===== src/rtl/elev_pkg.sv =====
// Shared definitions for the elevator call-dispatch block and its bench.
//   NFLOORS : default number of floors
//   FW      : width of a binary floor index
//   floor_t : binary floor index type
//   dir_t   : sweep direction / dispatcher state (IDLE, UP, DOWN)
package elev_pkg;

  localparam int NFLOORS = 4;
  localparam int FW      = $clog2(NFLOORS);

  typedef logic [FW-1:0] floor_t;

  typedef enum logic [1:0] {
    IDLE = 2'd0,
    UP   = 2'd1,
    DOWN = 2'd2
  } dir_t;

endpackage


===== src/rtl/elev_pick.sv =====
// Combinational priority search over the pending-call set.
//   pending  in  : registered outstanding calls, one bit per floor
//   floorSel in  : current floor, already saturated into range
//   dir      in  : direction the target is wanted for (next state)
//   target   out : chosen floor index (binary)
//   valid    out : a target exists for the requested direction
//   above    out : some call at or above the current floor
//   below    out : some call strictly below the current floor
module elev_pick
  import elev_pkg::*;
#(
  parameter int NFLOORS = elev_pkg::NFLOORS,
  parameter int FW      = $clog2(NFLOORS)
) (
  input  logic [NFLOORS-1:0] pending,
  input  logic [FW-1:0]      floorSel,
  input  dir_t               dir,
  output logic [FW-1:0]      target,
  output logic               valid,
  output logic               above,
  output logic               below
);

  // above/below flags; independent of dir so the FSM can use them to pick dir
  always_comb begin
    above = 1'b0;
    below = 1'b0;
    for (int i = 0; i < NFLOORS; i++) begin
      above = above | (pending[i] & (i >= int'(floorSel)));
      below = below | (pending[i] & (i <  int'(floorSel)));
    end
  end

  // Target search: nearest call in the sweep direction, the last hit in each loop wins
  always_comb begin
    target = '0;
    valid  = 1'b0;
    case (dir)
      UP: begin
        // scan downwards so the lowest index >= floor is the final assignment
        for (int i = NFLOORS - 1; i >= 0; i--) begin
          if (pending[i] && (i >= int'(floorSel))) begin
            target = FW'(i);
            valid  = 1'b1;
          end else begin
            target = target;
            valid  = valid;
          end
        end
      end
      DOWN: begin
        // scan upwards so the highest index <= floor is the final assignment
        for (int i = 0; i < NFLOORS; i++) begin
          if (pending[i] && (i <= int'(floorSel))) begin
            target = FW'(i);
            valid  = 1'b1;
          end else begin
            target = target;
            valid  = valid;
          end
        end
      end
      default: begin
        target = '0;
        valid  = 1'b0;
      end
    endcase
  end

endmodule


===== src/rtl/elev_call_dispatch.sv =====
// Elevator call dispatcher: latches call buttons into a pending set, runs a
// SCAN sweep over it and drives a one-hot target floor to the controller.
//   clk      in  : system clock
//   rst      in  : synchronous active-high reset
//   callBtn  in  : raw call requests, one bit per floor
//   floorSel in  : current floor from the controller (binary)
//   door     in  : controller door-open indication
//   floorBtn out : one-hot target floor, zero when idle
//   pending  out : registered outstanding calls
//   dirUp    out : sweeping up
//   busy     out : dispatcher not idle
module elev_call_dispatch
  import elev_pkg::*;
#(
  parameter int NFLOORS = elev_pkg::NFLOORS,
  parameter int FW      = $clog2(NFLOORS)
) (
  input  logic               clk,
  input  logic               rst,
  input  logic [NFLOORS-1:0] callBtn,
  input  logic [FW-1:0]      floorSel,
  input  logic               door,
  output logic [NFLOORS-1:0] floorBtn,
  output logic [NFLOORS-1:0] pending,
  output logic               dirUp,
  output logic               busy
);

  logic [FW-1:0]      floor_sat;
  logic               floor_ok;
  logic [NFLOORS-1:0] serve;
  logic               at_floor;
  logic [FW-1:0]      pick_target;
  logic               pick_valid;
  logic               pick_above;
  logic               pick_below;

  logic [NFLOORS-1:0] pending_d,   pending_q;
  dir_t               state_d,     state_q;
  logic [NFLOORS-1:0] floor_btn_d, floor_btn_q;
  logic               dir_up_d,    dir_up_q;
  logic               busy_d,      busy_q;

  // Out-of-range floor reports serve nothing and compare as the top floor
  always_comb begin
    if (int'(floorSel) > NFLOORS - 1) begin
      floor_sat = FW'(NFLOORS - 1);
      floor_ok  = 1'b0;
    end else begin
      floor_sat = floorSel;
      floor_ok  = 1'b1;
    end
  end

  // Serve vector and pending update; serve beats a same-cycle call
  always_comb begin
    serve = '0;
    for (int i = 0; i < NFLOORS; i++) begin
      serve[i] = door & floor_ok & (floor_sat == FW'(i));
    end
    pending_d = (pending_q | callBtn) & ~serve;
    at_floor  = pending_q[floor_sat];
  end

  elev_pick #(
    .NFLOORS (NFLOORS),
    .FW      (FW)
  ) u_pick (
    .pending  (pending_q),
    .floorSel (floor_sat),
    .dir      (state_d),
    .target   (pick_target),
    .valid    (pick_valid),
    .above    (pick_above),
    .below    (pick_below)
  );

  // Next-state logic: continue the sweep while calls remain ahead, else reverse or idle
  always_comb begin
    state_d = IDLE;
    case (state_q)
      IDLE, UP: begin
        // upward preferred when calls exist on both sides
        if (pick_above) begin
          state_d = UP;
        end else if (pick_below) begin
          state_d = DOWN;
        end else begin
          state_d = IDLE;
        end
      end
      DOWN: begin
        // a call at the current floor keeps the downward sweep alive
        if (pick_below || at_floor) begin
          state_d = DOWN;
        end else if (pick_above) begin
          state_d = UP;
        end else begin
          state_d = IDLE;
        end
      end
      default: begin
        state_d = IDLE;
      end
    endcase
  end

  // Output logic: registered alongside the state from the next-state view
  always_comb begin
    if (pick_valid) begin
      floor_btn_d = {{(NFLOORS-1){1'b0}}, 1'b1} << pick_target;
    end else begin
      floor_btn_d = '0;
    end
    dir_up_d = (state_d == UP);
    busy_d   = (state_d != IDLE);
  end

  // State and output registers with synchronous reset
  always_ff @(posedge clk) begin
    if (rst) begin
      pending_q   <= '0;
      state_q     <= IDLE;
      floor_btn_q <= '0;
      dir_up_q    <= 1'b0;
      busy_q      <= 1'b0;
    end else begin
      pending_q   <= pending_d;
      state_q     <= state_d;
      floor_btn_q <= floor_btn_d;
      dir_up_q    <= dir_up_d;
      busy_q      <= busy_d;
    end
  end

  assign floorBtn = floor_btn_q;
  assign pending  = pending_q;
  assign dirUp    = dir_up_q;
  assign busy     = busy_q;

endmodule


===== config.mk =====
export PLATFORM = sky130hd
export DESIGN_NAME = elev_call_dispatch
export DESIGN_NICKNAME = d
export VERILOG_FILES = /design/src/rtl/elev_pkg.sv /design/src/rtl/elev_pick.sv /design/src/rtl/elev_call_dispatch.sv
export SDC_FILE = /design/constraint.sdc
export NUM_CORES = 1
export LEC_CHECK = 0
export BUFFER_PORTS_ARGS = -buffer_cell sky130_fd_sc_hd__buf_2
export CAP_MARGIN = 20
export CELL_PAD_IN_SITES_DETAIL_PLACEMENT = 0
export CELL_PAD_IN_SITES_GLOBAL_PLACEMENT = 1
export CORE_UTILIZATION = 32
export DETAILED_ROUTE_END_ITERATION = 16
export PLACE_DENSITY_LB_ADDON = 0.1
export SETUP_SLACK_MARGIN = 0.3
export SKIP_CTS_REPAIR_TIMING = 1
export SYNTH_ARGS = -nofsm -noshare
export SYNTH_HDL_FRONTEND = slang
export SYNTH_SLANG_ARGS = --single-unit

===== constraint.sdc =====
create_clock -name clk -period 3.2 [get_ports clk]
set_input_delay 0.16 -clock clk [delete_from_list [all_inputs] [get_ports clk]]
set_output_delay 0.16 -clock clk [all_outputs]
set_load 0.01 [all_outputs]

# After elaboration in Yosys (flattened, before gate mapping)
# Cells that the tools add are included.
# totals
ff_bits	12
wordCells	78
# op_classes
magnitude_cmp	10
n_eq_ne	7
shift	1
n_mux	24
n_bitwise	19
reduce_logical	12
# ops
op	count
2-bit 2-to-1 mux	9
1-bit 2-to-1 mux	11
1-bit AND	10
2-bit == test, second input constant	4
2-bit case mux with 2 select lines	2
2-bit by 1-bit == test with 1-bit output, second input constant	3
1-bit logical AND	6
1-bit OR	5
4-bit AND	1
1-bit by 2-bit greater-or-equal comparator with 1-bit output, first input constant	2
2-bit <= comparator, first input constant	2
2-bit zero test	2
1-bit by 2-bit < comparator with 1-bit output, first input constant	2
4-bit NOT	1
4-bit OR	1
2-bit OR reduction	2
1-bit by 2-bit << shifter with 4-bit output, first input constant	1
2-bit by 3-bit < comparator with 1-bit output, second input constant	1
1-bit binary-select mux with 2-bit select	1
2-bit greater-or-equal comparator, first input constant	1
1-bit by 2-bit <= comparator with 1-bit output, first input constant	1
2-bit < comparator, first input constant	1
1-bit case mux with 2 select lines	1
2-bit nonzero test	1
other kinds (2)	2

# Logic depth before layout (Yosys ltp)
# depth
ltp_word	12
ltp_mapped	11

# Cells and area by module
# Synthesis repeated with hierarchy kept, for this count alone.
# hier_totals
cells_unflattened	80
hier_area_um2	679.4
# by_module_without_submodules
module	n_inst	cells_each	area_each_um2	seq_area_each_um2
elev_call_dispatch	1	50	483.0	240.2
elev_pick	1	30	196.4	0.0

# Worst setup path before layout
# No wires, ideal clock.
# synth_timing
path_kind	register to register
startpoint	reg pending_q[3], in the netlist pending[3]
endpoint	reg floor_btn_q[0], in the netlist floorBtn[0]
arrival_ns	2.294
required_ns	3.097
path_slack_ns	0.802
path_stages_with_launch	11
path_buffers	1
cell_sequence	dfxtp_1 buf_2 a21o_1 a2111oi_2 o32ai_1 inv_1 ha_1 inv_1 o311ai_1 o311ai_2 a2111oi_2
# synth_via
elab_chain_len	9
word_cells_on_any_way	26
cone_classes	2 x eq/ne; 1 x shift; 18 x mux; 2 x bitwise; 3 x reduce/logical
# synth_lines
element	line_no	text
start, declared	elev_call_dispatch.sv:38	logic [NFLOORS-1:0] pending_d, pending_q;
start signal, assigned	elev_call_dispatch.sv:128	pending_q <= pending_d;
1-bit binary-select mux with 2-bit select	elev_call_dispatch.sv:62	at_floor = pending_q[floor_sat];
1-bit 2-to-1 mux (not written as such)	elev_call_dispatch.sv:62	
1-bit logical OR	elev_call_dispatch.sv:94	if (pick_below || at_floor) begin
2-bit 2-to-1 mux	elev_call_dispatch.sv:94	
2-bit case mux with 2 select lines *	elev_call_dispatch.sv:81	case (state_q)
named net state_d[0]	elev_call_dispatch.sv:39	dir_t state_d, state_q;
2-bit by 1-bit == test with 1-bit output *	--	
named net dir_up_d	elev_call_dispatch.sv:41	logic dir_up_d, dir_up_q;
1-bit case mux with 2 select lines	elev_pick.sv:38	case (dir)
1-bit NOT (no source line)	--	
2-bit OR reduction (no source line)	--	
end signal, assigned	elev_call_dispatch.sv:130	floor_btn_q <= floor_btn_d;
end, declared	elev_call_dispatch.sv:40	logic [NFLOORS-1:0] floor_btn_d, floor_btn_q;
# Mark *: on every way through the listed nets, which the timed path passes. The rest lies on a longest branch. The select of a mux whose other input is x is not followed.
# A chain may end at the register's enable or synchronous reset.

# Final worst setup path
# layout_timing
startpoint	reg pending_q[2], in the netlist pending[2]
endpoint	reg floor_btn_q[0], in the netlist floorBtn[0]
# layout_via
elab_chain_len	10
word_cells_on_any_way	32
cone_classes	2 x eq/ne; 1 x shift; 19 x mux; 6 x bitwise; 4 x reduce/logical
# layout_lines
element	line_no	text
1-bit AND	elev_pick.sv:29	above = above | (pending[i] & (i >= int'(floorSel)));
1-bit OR (2 in series)	elev_pick.sv:29	
1-bit 2-to-1 mux	elev_call_dispatch.sv:96	end else if (pick_above) begin
2-bit 2-to-1 mux	elev_call_dispatch.sv:94	
2-bit case mux with 2 select lines *	elev_call_dispatch.sv:81	
2-bit by 1-bit == test with 1-bit output *	--	
named net dir_up_d	elev_call_dispatch.sv:41	
1-bit case mux with 2 select lines	elev_pick.sv:38	
1-bit NOT (no source line)	--	
2-bit OR reduction (no source line)	--	
# Marks and branches as above.

==> metrics.md <==
| Metric | Value |
|---|---|
| Post-layout instance area | `about 880 sq um` |
| Worst-Margin Slew | `just under 0.6 ns` |
| Vias in the first global route | `617` |
| RR Endpoint | `floorBtn[0]` |
| Post-Syn Nets | `97` |
| Nets@finish | `114` |
| Post-Route WL | `between 1500 and 2000 um` |
| Final worst setup slack | `0.6134 ns` |
| Worst path buffer plus inverter count | `1` |
| Pins over their slew limit | `0` |
| Post-DP HPWL | `1232 um` |
| Die width | `between 50 and 60 um` |
| Hold path depth | `2` |
| Maximum clock path buffer count | `2` |
| Cell Pwr Density | `between 400 and 500 nW/um^2` |
| Die ar. | `about 2600 sq um` |
| Max Freq | `0.3866 GHz` |
| Rows | `17` |
| RSZ-0062 raised after global routing | `false` |
| Final design utilization | `between 30% and 40%` |
| Max-cap violations | `0` |
| Clk root buf | `clkbuf_4` |
| Initial antenna violation count | `0` |
| Reg2reg start | `pending[2]` |
| Status | `complete, no violations` |
| Worst path slowest cell | `dfxtp_1` |
| N_diodes | `0` |
| Total global routing overflow | `0` |
| DR vias | `a little under 700` |
| Max incr delay on CP | `0.48 ns` |
| CTS clk-pin slew, worst paths | `0.08 ns` |
| Ports | `19` |
| Post-Syn Area | `763.2 sq um` |
| Hold Path Class | `in2reg` |
| CTS tree | `built` |
| Post-synth cell types | `36` |
| Critical path, cell by cell | `nor2_1 > a22o_1 > a21boi_0 > o32a_1 > ha_1 > inv_1 > o311ai_1 > o311ai_2 > a2111oi_2` |
| Worst vdd ir | `218.7 uV` |
| R2R setup slack | `0.61 ns` |
| #FFs+latches synth | `12` |
| DRC viols | `0` |
| Crit path capture type | `flip-flop` |
| Min Clock Period, post-route | `2.587 ns` |
| IO Port Bufs | `18` |
| First-pass GRT wire length | `2849 um` |
| Hold EP | `pending[0]` |
| CP Class | `reg2reg` |
| Top-area cell type share of the netlist area | `a little under a third` |
| Worst slew margin | `60.81%` |
| Final Hold Viols | `0` |
| Share of cells above drive strength 1 | `32.67%` |
| Largest net degree at the start of global routing | `19` |
| CP top delay family | `compound AO/OA/AOI/OAI gates` |
| Leakage Power | `0.3618 nW` |
| Placement Setup Slack | `0.5395 ns` |
| Crit path max fanout | `9` |
| Worst skew pair latency | `0.27 ns` |
| Setup-failing EPs final | `0` |
| Req. time, crit path | `about 3.4 ns` |
| Cell taking the most area after synthesis | `dfxtp_1` |
| Die Ht | `50.84 um` |
| Sequential fraction of the synthesis area | `between 30% and 40%` |
| Core box area | `2233 sq um` |
| CTS buffer count | `3` |
| Routability cong. | `0.7931` |
| Initial core utilization | `34.17%` |
| Final worst path period share | `between 80% and 90%` |
| R2R depth | `9` |
| Area grow syn2layout | `15.08%` |
| H-tree lvl count | `1` |
| Post-DRT Antenna Nets | `0` |
| Drt wl/cell | `around 13 um` |
| DP Area | `approximately 840 sq um` |
| WHS | `0.1119 ns` |
| Average vias per placed instance | `5.349` |
| Synthesis Warnings | `0` |
| Arr. time, crit path | `approximately 2.8 ns` |
| CP Launch Type | `flip-flop` |
| Gr usage total | `14.55%` |
| Sum of negative setup slack | `0 ns` |
| Avg Cell Area, Syn | `8.979 sq um` |
| Area contributors post-synth | `dfxtp_1 (31%), ha_1 (4.9%), nor2_1 (4.9%)` |
| Number of sinks on the clock net | `12` |
| Drt first pass iters | `4` |
| Iteration-0 DRC Markers | `19` |
| HP Start | `door` |
| Clock Skews | `0.003237 ns` |
| Cells after Synth | `85` |
## power breakdown
part	total, mW	switching, mW	internal, mW
clock network	0.122	0.0526	0.0691
logic	0.114	0.0648	0.0496
registers	0.173	0.0116	0.161
## placed cells by master (no fill, tap or decap), drive strengths merged
cell type,instances
o22ai,1
o221a,2
o21a,1
o32a,2
a21boi,2
a22oi,1
ha,3
dfxtp,12
o311ai,2
o32ai,2
a2111oi,2
o41ai,1
a31o,1
nor3,3
nand2b,4
clkbuf,4
a21o,1
buf,19
a311oi,2
a31oi,1
a22o,1
nor2,10
o211ai,2
a211oi,3
a21oi,4
or3,1
nand2,5
inv,8
nor4bb,1
## cells in the mapped netlist (all sizes together)
cell	n
a22o	1
o311ai	2
nor4bb	1
a2111oi	2
nand2	5
nor2	10
clkbuf	1
a211oi	3
ha	3
a31o	1
o211ai	2
a21oi	4
a31oi	1
inv	8
buf	6
a22oi	1
o32ai	2
o41ai	1
dfxtp	12
o221a	2
nor3	3
o22ai	1
nand2b	4
or3	1
a21o	1
a311oi	2
a21boi	2
o32a	2
o21a	1
## per-layer routing
layer  global-route usage, %  vias up  part of all wire (%)
met4                   2.778        0                     0
met5                       0        -                     0
met2                   22.67       11                    45
li1                        -      346                     -
met1                   19.09      333                    51
met3                   5.655        0                   3.8
## stage by stage
step,power (mW),instances
after global routing,0.4343,129
final,0.4089,129
after detailed placement,0.2910,125
after CTS,0.4152,129
after floorplan,0.2643,85
after global placement,0.2926,125
## final cells by class
cell class | count | area, sq um
fillers | 249 | 1355
multi-input cells | 58 | 437.9
flip-flops and latches | 12 | 241.5
repair buffers | 19 | 97.59
clock buffers | 4 | 36.28
well taps | 28 | 35.03
inverters | 8 | 30.03
## sequential cells by signal (all words and copies together), names as in the netlist
signal    flops
state_q       2
pending       4
dirUp         1
busy          1
floorBtn      4
## worst max-delay path by stage
| stage | from | to | slack [ns] | cells after the start |
|---|---|---|---|---|
| floorplan | pending[3] | floorBtn[0] | 0.80 | 10 |
| global placement | pending[1] | floorBtn[0] | 0.58 | 9 |
| detailed placement | pending[1] | floorBtn[0] | 0.54 | 9 |
| CTS | pending[1] | floorBtn[0] | 0.51 | 9 |
| global route | pending[2] | floorBtn[0] | 0.36 | 9 |
| finish | pending[2] | floorBtn[0] | 0.61 | 9 |
## worst reg2reg max path, stage by stage (launching register included)
cell and delay (ns):
dfxtp_1 0.48, nor2_1 0.12, a22o_1 0.21, a21boi_0 0.33, o32a_1 0.23, ha_1 0.22, inv_1 0.11, o311ai_1 0.33
o311ai_2 0.16, a2111oi_2 0.30
## cells by family (layout without fill, tap and decap cells)
group	Yosys count	in the layout	share of synthesized area, %
compound gates	31	31	36.72
buf+inv	15	31	11.15
simple gates	24	24	15.74
fa+ha+maj	3	3	4.919
flops	12	12	31.48
Power figures use the tool's default switching activity.
